===== src/rtl/apb2axi_pkg.sv =====
// Shared types and constants for the APB-to-AXI bridge.
// Entry layout: {is_write, size[2:0], len[3:0], addr}.
package apb2axi_pkg;

  localparam int AXI_ADDR_W = 32;
  localparam int ARB_MAX_OUTSTANDING = 4;

  localparam int ENT_ADDR_OFS = 0;
  localparam int ENT_LEN_OFS = AXI_ADDR_W;
  localparam int ENT_SIZE_OFS = AXI_ADDR_W + 4;
  localparam int ENT_WR_OFS = 7;

  typedef enum logic {
    ARB_IDLE = 1'b0,
    ARB_HOLD = 1'b1
  } arb_state_e;

  // A done with nothing in flight is dropped, not counted.
  function automatic int cnt_next(
    int   cnt,
    logic inc,
    logic dec
  );
    return cnt + int'(inc) - int'(dec && cnt != 0);
  endfunction

endpackage


===== src/rtl/apb2axi_wr_addr_tracker.sv =====
// In-order FIFO of outstanding write addresses with a
// parallel compare against the read head address.
module apb2axi_wr_addr_tracker
  import apb2axi_pkg::*;
#(
  parameter int AW    = AXI_ADDR_W,
  parameter int DEPTH = ARB_MAX_OUTSTANDING,
  parameter int LSB   = 2
) (
  input  logic          clk,
  input  logic          rst_n,
  input  logic          push,
  input  logic [AW-1:LSB] addr,
  input  logic          pop,
  input  logic [AW-1:LSB] rd_addr,
  output logic          hit,
  output logic          full,
  output logic          empty
);

  localparam int PW = $clog2(DEPTH);

  logic [AW-1:LSB] tag_q [DEPTH];
  logic [AW-1:LSB] tag_d [DEPTH];
  logic [DEPTH-1:0] vld_q, vld_d;
  logic [PW-1:0] wp_q, wp_d;
  logic [PW-1:0] rp_q, rp_d;

  assign full  = &vld_q;
  assign empty = ~|vld_q;

  always_comb begin
    vld_d = vld_q;
    wp_d  = wp_q;
    rp_d  = rp_q;
    tag_d = tag_q;
    if (pop && !empty) begin
      vld_d[rp_q] = 1'b0;
      rp_d = rp_q + 1'b1;
    end
    if (push && !full) begin
      vld_d[wp_q] = 1'b1;
      tag_d[wp_q] = addr;
      wp_d = wp_q + 1'b1;
    end
  end

  always_comb begin
    hit = 1'b0;
    for (int i = 0; i < DEPTH; i++) begin
      if (vld_q[i] && tag_q[i] == rd_addr) hit = 1'b1;
    end
  end

  always_ff @(posedge clk or negedge rst_n) begin
    if (!rst_n) begin
      vld_q <= '0;
      wp_q  <= '0;
      rp_q  <= '0;
      for (int i = 0; i < DEPTH; i++) tag_q[i] <= '0;
    end else begin
      vld_q <= vld_d;
      wp_q  <= wp_d;
      rp_q  <= rp_d;
      tag_q <= tag_d;
    end
  end

endmodule


===== src/rtl/apb2axi_req_arbiter.sv =====
// Round-robin read/write request arbiter with per-direction
// outstanding limits and a read-after-write hazard hold.
module apb2axi_req_arbiter
  import apb2axi_pkg::*;
#(
  parameter int AXI_ADDR_W      = apb2axi_pkg::AXI_ADDR_W,
  parameter int FIFO_ENTRY_W    = 1 + 3 + 4 + AXI_ADDR_W,
  parameter int MAX_OUTSTANDING = ARB_MAX_OUTSTANDING,
  parameter int HAZ_LSB         = 2,
  localparam int CW = $clog2(MAX_OUTSTANDING) + 1
) (
  input  logic                    aclk,
  input  logic                    aresetn,
  input  logic                    rd_req_valid,
  output logic                    rd_req_ready,
  input  logic [FIFO_ENTRY_W-1:0] rd_req_data,
  input  logic                    wr_req_valid,
  output logic                    wr_req_ready,
  input  logic [FIFO_ENTRY_W-1:0] wr_req_data,
  output logic                    cmd_valid,
  input  logic                    cmd_ready,
  output logic [FIFO_ENTRY_W-1:0] cmd_data,
  input  logic                    rd_done,
  input  logic                    wr_done,
  output logic [CW-1:0]           rd_outstanding,
  output logic [CW-1:0]           wr_outstanding,
  output logic                    err_underflow
);

  localparam logic [CW-1:0] MAXC = CW'(MAX_OUTSTANDING);
  localparam int WB = AXI_ADDR_W + ENT_WR_OFS;

  arb_state_e state_q, state_d;
  logic [FIFO_ENTRY_W-1:0] cmd_q, cmd_d;
  logic [CW-1:0] rd_cnt_q, rd_cnt_d;
  logic [CW-1:0] wr_cnt_q, wr_cnt_d;
  logic pref_wr_q, pref_wr_d;
  logic err_q, err_d;

  logic trk_hit, trk_full, trk_empty;
  logic can_grant, rd_elig, wr_elig;
  logic grant_rd, grant_wr;

  apb2axi_wr_addr_tracker #(
    .AW    (AXI_ADDR_W),
    .DEPTH (MAX_OUTSTANDING),
    .LSB   (HAZ_LSB)
  ) u_trk (
    .clk     (aclk),
    .rst_n   (aresetn),
    .push    (grant_wr),
    .addr    (wr_req_data[AXI_ADDR_W-1:HAZ_LSB]),
    .pop     (wr_done && !trk_empty),
    .rd_addr (rd_req_data[AXI_ADDR_W-1:HAZ_LSB]),
    .hit     (trk_hit),
    .full    (trk_full),
    .empty   (trk_empty)
  );

  // Reset gates grants so the FIFOs are never popped in reset.
  always_comb begin
    can_grant = aresetn
             && (state_q == ARB_IDLE || cmd_ready);
    rd_elig = rd_req_valid && rd_cnt_q < MAXC && !trk_hit;
    wr_elig = wr_req_valid && wr_cnt_q < MAXC && !trk_full;
    grant_wr = can_grant && wr_elig
            && (!rd_elig || pref_wr_q);
    grant_rd = can_grant && rd_elig && !grant_wr;
  end

  always_comb begin
    state_d   = state_q;
    cmd_d     = cmd_q;
    pref_wr_d = pref_wr_q;
    unique case (state_q)
      ARB_IDLE: if (grant_wr || grant_rd) state_d = ARB_HOLD;
      ARB_HOLD: begin
        if (cmd_ready && !grant_wr && !grant_rd)
          state_d = ARB_IDLE;
      end
      default: state_d = ARB_IDLE;
    endcase
    unique case (1'b1)
      grant_wr: begin
        cmd_d     = wr_req_data;
        cmd_d[WB] = 1'b1;
        pref_wr_d = 1'b0;
      end
      grant_rd: begin
        cmd_d     = rd_req_data;
        cmd_d[WB] = 1'b0;
        pref_wr_d = 1'b1;
      end
      default: ;
    endcase
  end

  always_comb begin
    rd_cnt_d = CW'(cnt_next(int'(rd_cnt_q), grant_rd, rd_done));
    wr_cnt_d = CW'(cnt_next(int'(wr_cnt_q), grant_wr, wr_done));
    err_d = err_q
         || (rd_done && rd_cnt_q == '0)
         || (wr_done && wr_cnt_q == '0);
  end

  always_ff @(posedge aclk or negedge aresetn) begin
    if (!aresetn) begin
      state_q   <= ARB_IDLE;
      cmd_q     <= '0;
      rd_cnt_q  <= '0;
      wr_cnt_q  <= '0;
      pref_wr_q <= 1'b1;
      err_q     <= 1'b0;
    end else begin
      state_q   <= state_d;
      cmd_q     <= cmd_d;
      rd_cnt_q  <= rd_cnt_d;
      wr_cnt_q  <= wr_cnt_d;
      pref_wr_q <= pref_wr_d;
      err_q     <= err_d;
    end
  end

  assign rd_req_ready   = grant_rd;
  assign wr_req_ready   = grant_wr;
  assign cmd_valid      = state_q == ARB_HOLD;
  assign cmd_data       = cmd_q;
  assign rd_outstanding = rd_cnt_q;
  assign wr_outstanding = wr_cnt_q;
  assign err_underflow  = err_q;

endmodule

===== config.mk =====
export PLATFORM = sky130hd
export DESIGN_NAME = apb2axi_req_arbiter
export DESIGN_NICKNAME = d
export VERILOG_FILES = /design/src/rtl/apb2axi_pkg.sv /design/src/rtl/apb2axi_wr_addr_tracker.sv /design/src/rtl/apb2axi_req_arbiter.sv
export SDC_FILE = /design/constraint.sdc
export NUM_CORES = 1
export LEC_CHECK = 0
export CORE_UTILIZATION = 54
export DETAILED_ROUTE_END_ITERATION = 8
export HOLD_SLACK_MARGIN = 0.15
export PLACE_DENSITY_LB_ADDON = 0.08
export SETUP_SLACK_MARGIN = 0.05
export SLEW_MARGIN = 20
export SYNTH_ARGS = -nofsm -noshare
export SYNTH_HDL_FRONTEND = slang
export SYNTH_SLANG_ARGS = --single-unit

===== constraint.sdc =====
create_clock -name aclk -period 5.2 [get_ports aclk]
set_input_delay 1.56 -clock aclk [delete_from_list [all_inputs] [get_ports aclk]]
set_output_delay 1.56 -clock aclk [all_outputs]
set_load 0.005 [all_outputs]

Word level (Yosys, flattened, before mapping)
Cells that the tools add are included.
W data, S select, Z words.
{ "word_totals": {"ff_bits": 177, "latch_bits": 0, "mem_bits_rw": 0, "rom_bits": 0, "input_bits": 87, "out_inout_bits": 50, "word_cells": 96, "mem_count": 0} }
{ "classes": {"addsub": 6, "n_mul": 0, "div_mod_pow": 0, "order_cmp": 8, "eq_ne": 4, "shift": 0, "muxes": 18, "n_bitwise": 5, "n_reduce_logical": 42} }
{ "ops": {"columns": ["cell", "n"], "rows": [
  ["$bwmux W120", 1],
  ["$eq A30 B30 Y1", 4],
  ["$pmux W40 S2", 1],
  ["$demux W30 S2", 1],
  ["$mux W30", 1],
  ["$logic_and A1 B1 Y1", 25],
  ["$mux W1", 8],
  ["$mux W4", 2],
  ["$add A3 B1 Y3", 2],
  ["$logic_not A3 Y1", 2],
  ["$lt A2 B3 Y1 const B", 2],
  ["$lt A3 B3 Y1 const B", 2],
  ["$reduce_bool A3 Y1", 2],
  ["$sub A3 B1 Y3", 2],
  ["$logic_not A1 Y1", 5],
  ["$logic_or A1 B1 Y1", 5],
  ["$add A2 B1 Y2 const B", 2],
  ["$and A4 B4 Y4", 1],
  ["$demux W1 S2", 2],
  ["$ge A2 B1 Y1 const B", 2],
  ["$not A4 Y4", 1],
  ["$or A4 B4 Y4", 1],
  ["$pmux W1 S2", 2],
  ["$reduce_and A4 Y1", 1],
  ["other kinds (6)", 6]
]} }

Depth between registers and ports, before layout
Gate-level depths: netlist of run 1.
{ "depth": {"ltp_word": 17, "mapped_depth": 12, "depth_no_buf": 10} }

By module
A second synthesis of run 1 with hierarchy kept.
{ "hier_totals": {"cells_unflattened": 682, "hier_area_um2": 8812.2} }
{ "by_module_without_submodules": {"columns": ["module", "n_inst", "cells_per_inst", "area_per_inst_um2", "seq_area_each_um2"], "rows": [
  ["apb2axi_wr_addr_tracker", 1, 466, 6448.7, 3203.1],
  ["apb2axi_req_arbiter", 1, 216, 2363.5, 1227.4]
]} }

Least setup slack after synthesis of run 1
No wires, ideal clock.
{ "synth_path": {"path_kind": "input port to output port", "from": "input port rd_req_data[29]", "to": "output port rd_req_ready", "t_arrival_ns": 3.205, "required_time_ns": 3.640, "path_slack_ns": 0.435, "stages": 8, "path_buffers": 2, "path_cell_list": "buf_2 -> xnor2_1 -> nand4_1 -> or4_4 -> nor4_4 -> or4_4 -> a21oi_4 -> buf_6"} }
{ "synth_between": {"elab_chain_cells": 13, "elab_cells_between_ends": 20, "cone_classes": "eq/ne (4); mux (4); reduce/logical (12)"} }
{ "synth_rtl": {"columns": ["item", "line_no", "rtl"], "rows": [
  ["start: declaration", "apb2axi_req_arbiter.sv:16", "input logic [FIFO_ENTRY_W-1:0] rd_req_data,"],
  ["$eq A30 B30 Y1", "apb2axi_wr_addr_tracker.sv:51", "if (vld_q[i] && tag_q[i] == rd_addr) hit = 1'b1;"],
  ["$logic_and A1 B1 Y1", "apb2axi_wr_addr_tracker.sv:51", null],
  ["$mux W1 (3 in series)", "apb2axi_wr_addr_tracker.sv:51", null],
  ["$mux W1 *", "apb2axi_wr_addr_tracker.sv:51", null],
  ["$logic_not A1 Y1 *", "apb2axi_req_arbiter.sv:64", "rd_elig = rd_req_valid && rd_cnt_q < MAXC && !trk_hit;"],
  ["$logic_and A1 B1 Y1 *", "apb2axi_req_arbiter.sv:64", null],
  ["$logic_not A1 Y1", "apb2axi_req_arbiter.sv:67", "&& (!rd_elig || pref_wr_q);"],
  ["$logic_or A1 B1 Y1", "apb2axi_req_arbiter.sv:67", null],
  ["$logic_and A1 B1 Y1", "apb2axi_req_arbiter.sv:67", null],
  ["$logic_not A1 Y1", "apb2axi_req_arbiter.sv:68", "grant_rd = can_grant && rd_elig && !grant_wr;"],
  ["$logic_and A1 B1 Y1 *", "apb2axi_req_arbiter.sv:68", null],
  ["end: declaration", "apb2axi_req_arbiter.sv:15", "output logic rd_req_ready,"]
]} }
Mark *: on every way between the ends. The rest lies on a longest branch, timed or not.

Worst setup path after layout of run 1
{ "layout_path": {"from": "input port rd_req_data[22]", "to": "output port rd_req_ready"} }
Same word-level chain as after synthesis.

==> summary.md, run 1 <==
| Metric | Value |
|---|---|
| Endpoint class of the critical path | `primary output` |
| DR DRC count | `0` |
| Final setup viols | `0` |
| Global route overflow | `0` |
| 1st-pass router iterations | `4` |
| Worst-Margin Slew | `800 ps` |
| Slew Viols, Final | `0` |
| Pwr dens | `529 mW/mm^2` |
| Final #Nets | `958` |
| Worst-case vdd ir drop | `276 uV` |
| FMAX | `196 MHz` |
| CTS max path bufs | `2` |
| Max-cap violations | `0` |
| Mapped Cells | `705` |
| Hold Crit Endpoint | `err_underflow` |
| GR Util All Layers | `28.5%` |
| Clock Skews | `7.03 ps` |
| First-pass GRT wire length | `34900 um` |
| Syn_area_per_cell | `12.5 um^2` |
| Fin crit period | `5110 ps` |
| Worst endpoint required time | `3640 ps` |
| Post-synth EDFFs | `0` |
| Final GP Congestion | `0.867` |
| Ys flop type | `dfrtp_1` |
| Hold/Removal Path Class | `reg2reg` |
| Startpoint Class | `input port` |
| CTS Sinks | `177` |
| Synthesis-stage register bit count | `177` |
| Hold path start | `err_underflow` |
| Synthesized Nets | `806` |
| Static Leakage | `5.09 nW` |
| Total core area | `0.0159 mm^2` |
| Register area share after synthesis | `50.2%` |
| Period utilisation layout | `98.2%` |
| Synthesized area | `0.00882 mm^2` |
| R2R Setup Slk | `1940 ps` |
| FP Rows | `46` |
| Antenna cells | `0` |
| Port Buffers | `134` |
| CTS tree | `built` |
| Vias after detailed routing | `6073` |
| Warnings from Yosys | `0` |
| Via/cell ratio | `5.59` |
| Share of cells above drive strength 1 | `23.2%` |
| Worst-path clk slew | `70 ps` |
| Reg2reg path depth | `12` |
| Critical path peak fanout | `4` |
| Num CTS Buffers | `17` |
| TNS Setup | `0 ps` |
| Worst skew pair latency | `430 ps` |
| I/O pin count | `137` |
| DIE HEIGHT | `130 um` |
| Largest net degree at the start of global routing | `61` |
| DIE WIDTH | `130 um` |
| Area taken by multi-input logic gates | `0.00437 mm^2` |
| Initial Util | `55.3%` |
| Initial antenna violation count | `0` |
| RR Endpoint | `rd_outstanding[2]` |
| Worst slew margin | `46.7%` |
| CTS Hold Bufs | `0` |
| Filler Cells Inserted | `1117` |
| Outcome | `finished clean` |
| Final wirelength | `22900 um` |
| Most frequent cells in the layout | `dfrtp_1, clkdlybuf4s50_1, mux2_1` |
| Routed Antenna Nets | `0` |
| DRT iter0 DRCs | `340` |
| Sequential Area | `0.00443 mm^2` |
| RR Startpoint | `u_trk.tag_q[40]` |
| Layout Utilization | `72.3%` |
| Vias in the first global route | `6292` |
| Synth cell types | `34` |
| RSZ-0062 raised after global routing | `no` |
| H-tree depth | `4` |
| Worst Hold Depth | `1` |
| Share of flip-flops with an asynchronous set or reset | `100%` |
| Crit Path Category | `in2out` |
| Final Hold Fails | `0` |
| Hpwl dp | `15700 um` |
| Die ar. | `0.0169 mm^2` |
| Avg WL per Cell | `21.0 um` |
| Area Overhead vs Synth | `30.6%` |
| Root Buffer | `clkbuf_16` |
| Commonest non-fill, non-tap cell in the layout | `dfrtp_1` |
| Worst path arrival time | `3550 ps` |
critical path: stages:
cell	delay, ps
dlygate4sd2_1	240
buf_6	140
buf_6	120
xnor2_1	190
nand4_1	160
or4_4	560
o22ai_4	140
buf_6	130
or4_4	130
a21oi_4	40
buf_2	130
power breakdown:
group	total [mW]	internal (mW)	switching (mW)	leakage, nW
Clock	1.26	0.718	0.539	0.286
Combinational	2.27	1.32	0.951	2.59
Sequential	2.57	2.04	0.524	2.21
through the flow:
step / hold slack [ps] / cell area [um^2] / setup slack, ps / power [mW] / instances
after floorplan: 472 / 8820 / 435 / 3.70 / 705
after global placement: 468 / 10500 / -692 / 4.52 / 1051
after detailed placement: 482 / 10500 / -692 / 4.63 / 1051
after CTS: 496 / 11400 / 53.1 / 6.04 / 1086
after global routing: 519 / 11500 / 45.4 / 6.44 / 1086
final: 497 / 11500 / 94.2 / 6.09 / 1086
state kept, by name, indices dropped and copies added (netlist names):
| register | count |
|---|---|
| pref_wr_q | 1 |
| u_trk.vld_q | 4 |
| u_trk.rp_q | 2 |
| cmd_data | 40 |
| cmd_valid | 1 |
| u_trk.wp_q | 2 |
| wr_outstanding | 3 |
| rd_outstanding | 3 |
| err_underflow | 1 |
| u_trk.tag_q | 120 |
area by class of cell:
| type | instances | area share (%) |
|---|---|---|
| Tap cell | 216 | 2.34 |
| Clock buffer | 18 | 3.81 |
| Timing Repair Buffer | 192 | 15.9 |
| Multi-Input combinational cell | 456 | 37.9 |
| Sequential cell | 177 | 38.4 |
| Clock inverter | 14 | 1.22 |
| Inverter | 13 | 0.423 |
worst max-delay path by stage:
stage,start,to,slack [ps],depth (start not counted)
CTS,rd_req_data[4],wr_req_ready,50,10
finish,rd_req_data[22],rd_req_ready,90,11
floorplan,rd_req_data[29],rd_req_ready,430,8
detailed placement,rd_req_data[18],wr_req_ready,-690,10
global route,rd_req_data[16],rd_req_ready,50,10
global placement,rd_req_data[2],wr_req_ready,-690,10
synthesized netlist by cell type (7+ instances only):
master / count / area, um^2
a221o_1: 40 / 400
buf_2: 21 / 105
buf_4: 11 / 82.6
buf_6: 20 / 225
clkbuf_1: 7 / 26.3
dfrtp_1: 176 / 4400
ha_1: 12 / 150
inv_1: 13 / 48.8
mux2_1: 87 / 980
mux2_2: 35 / 394
nand2_1: 49 / 184
nand4_1: 23 / 144
nor2_1: 39 / 146
nor4_1: 10 / 62.6
xnor2_1: 76 / 666
xor2_1: 50 / 438
cells by family (layout without fill, tap and decap cells):
group / count (synthesis) / after routing / synth area share (%)
compound gates: 49 / 49 / 5.46
xor+xnor: 126 / 126 / 12.5
fa+ha+maj: 14 / 14 / 2.16
buf+inv: 72 / 237 / 5.53
flops: 177 / 177 / 50.2
mux: 123 / 123 / 15.7
simple gates: 144 / 144 / 8.44
metal layers:
layer / GRT usage (%) / share of wire, %
met1: 38.5 / 44
met2: 47.1 / 49
met3: 4.55 / 4.3
met4: 9.58 / 1.9
met5: 0 / 0
timing repair:
item | in CTS | in global routing
setup endpoints to repair | 2 | 2
pin swaps | 25 | 15
buffers inserted | 4 | 0
resized for setup | 97 | 41
(Power assumes the default switching activity.)
==> inputs of run 2 (changes only) <==
--- a/config.mk
+++ b/config.mk
@@ -6,6 +6,7 @@
 export NUM_CORES = 1
 export LEC_CHECK = 0
 export CORE_UTILIZATION = 54
+export CTS_CLUSTER_SIZE = 8
 export DETAILED_ROUTE_END_ITERATION = 8
 export HOLD_SLACK_MARGIN = 0.15
 export PLACE_DENSITY_LB_ADDON = 0.08
==> results of run 2 <==
Final layout, timing and power as in run 1 (identical DEF).
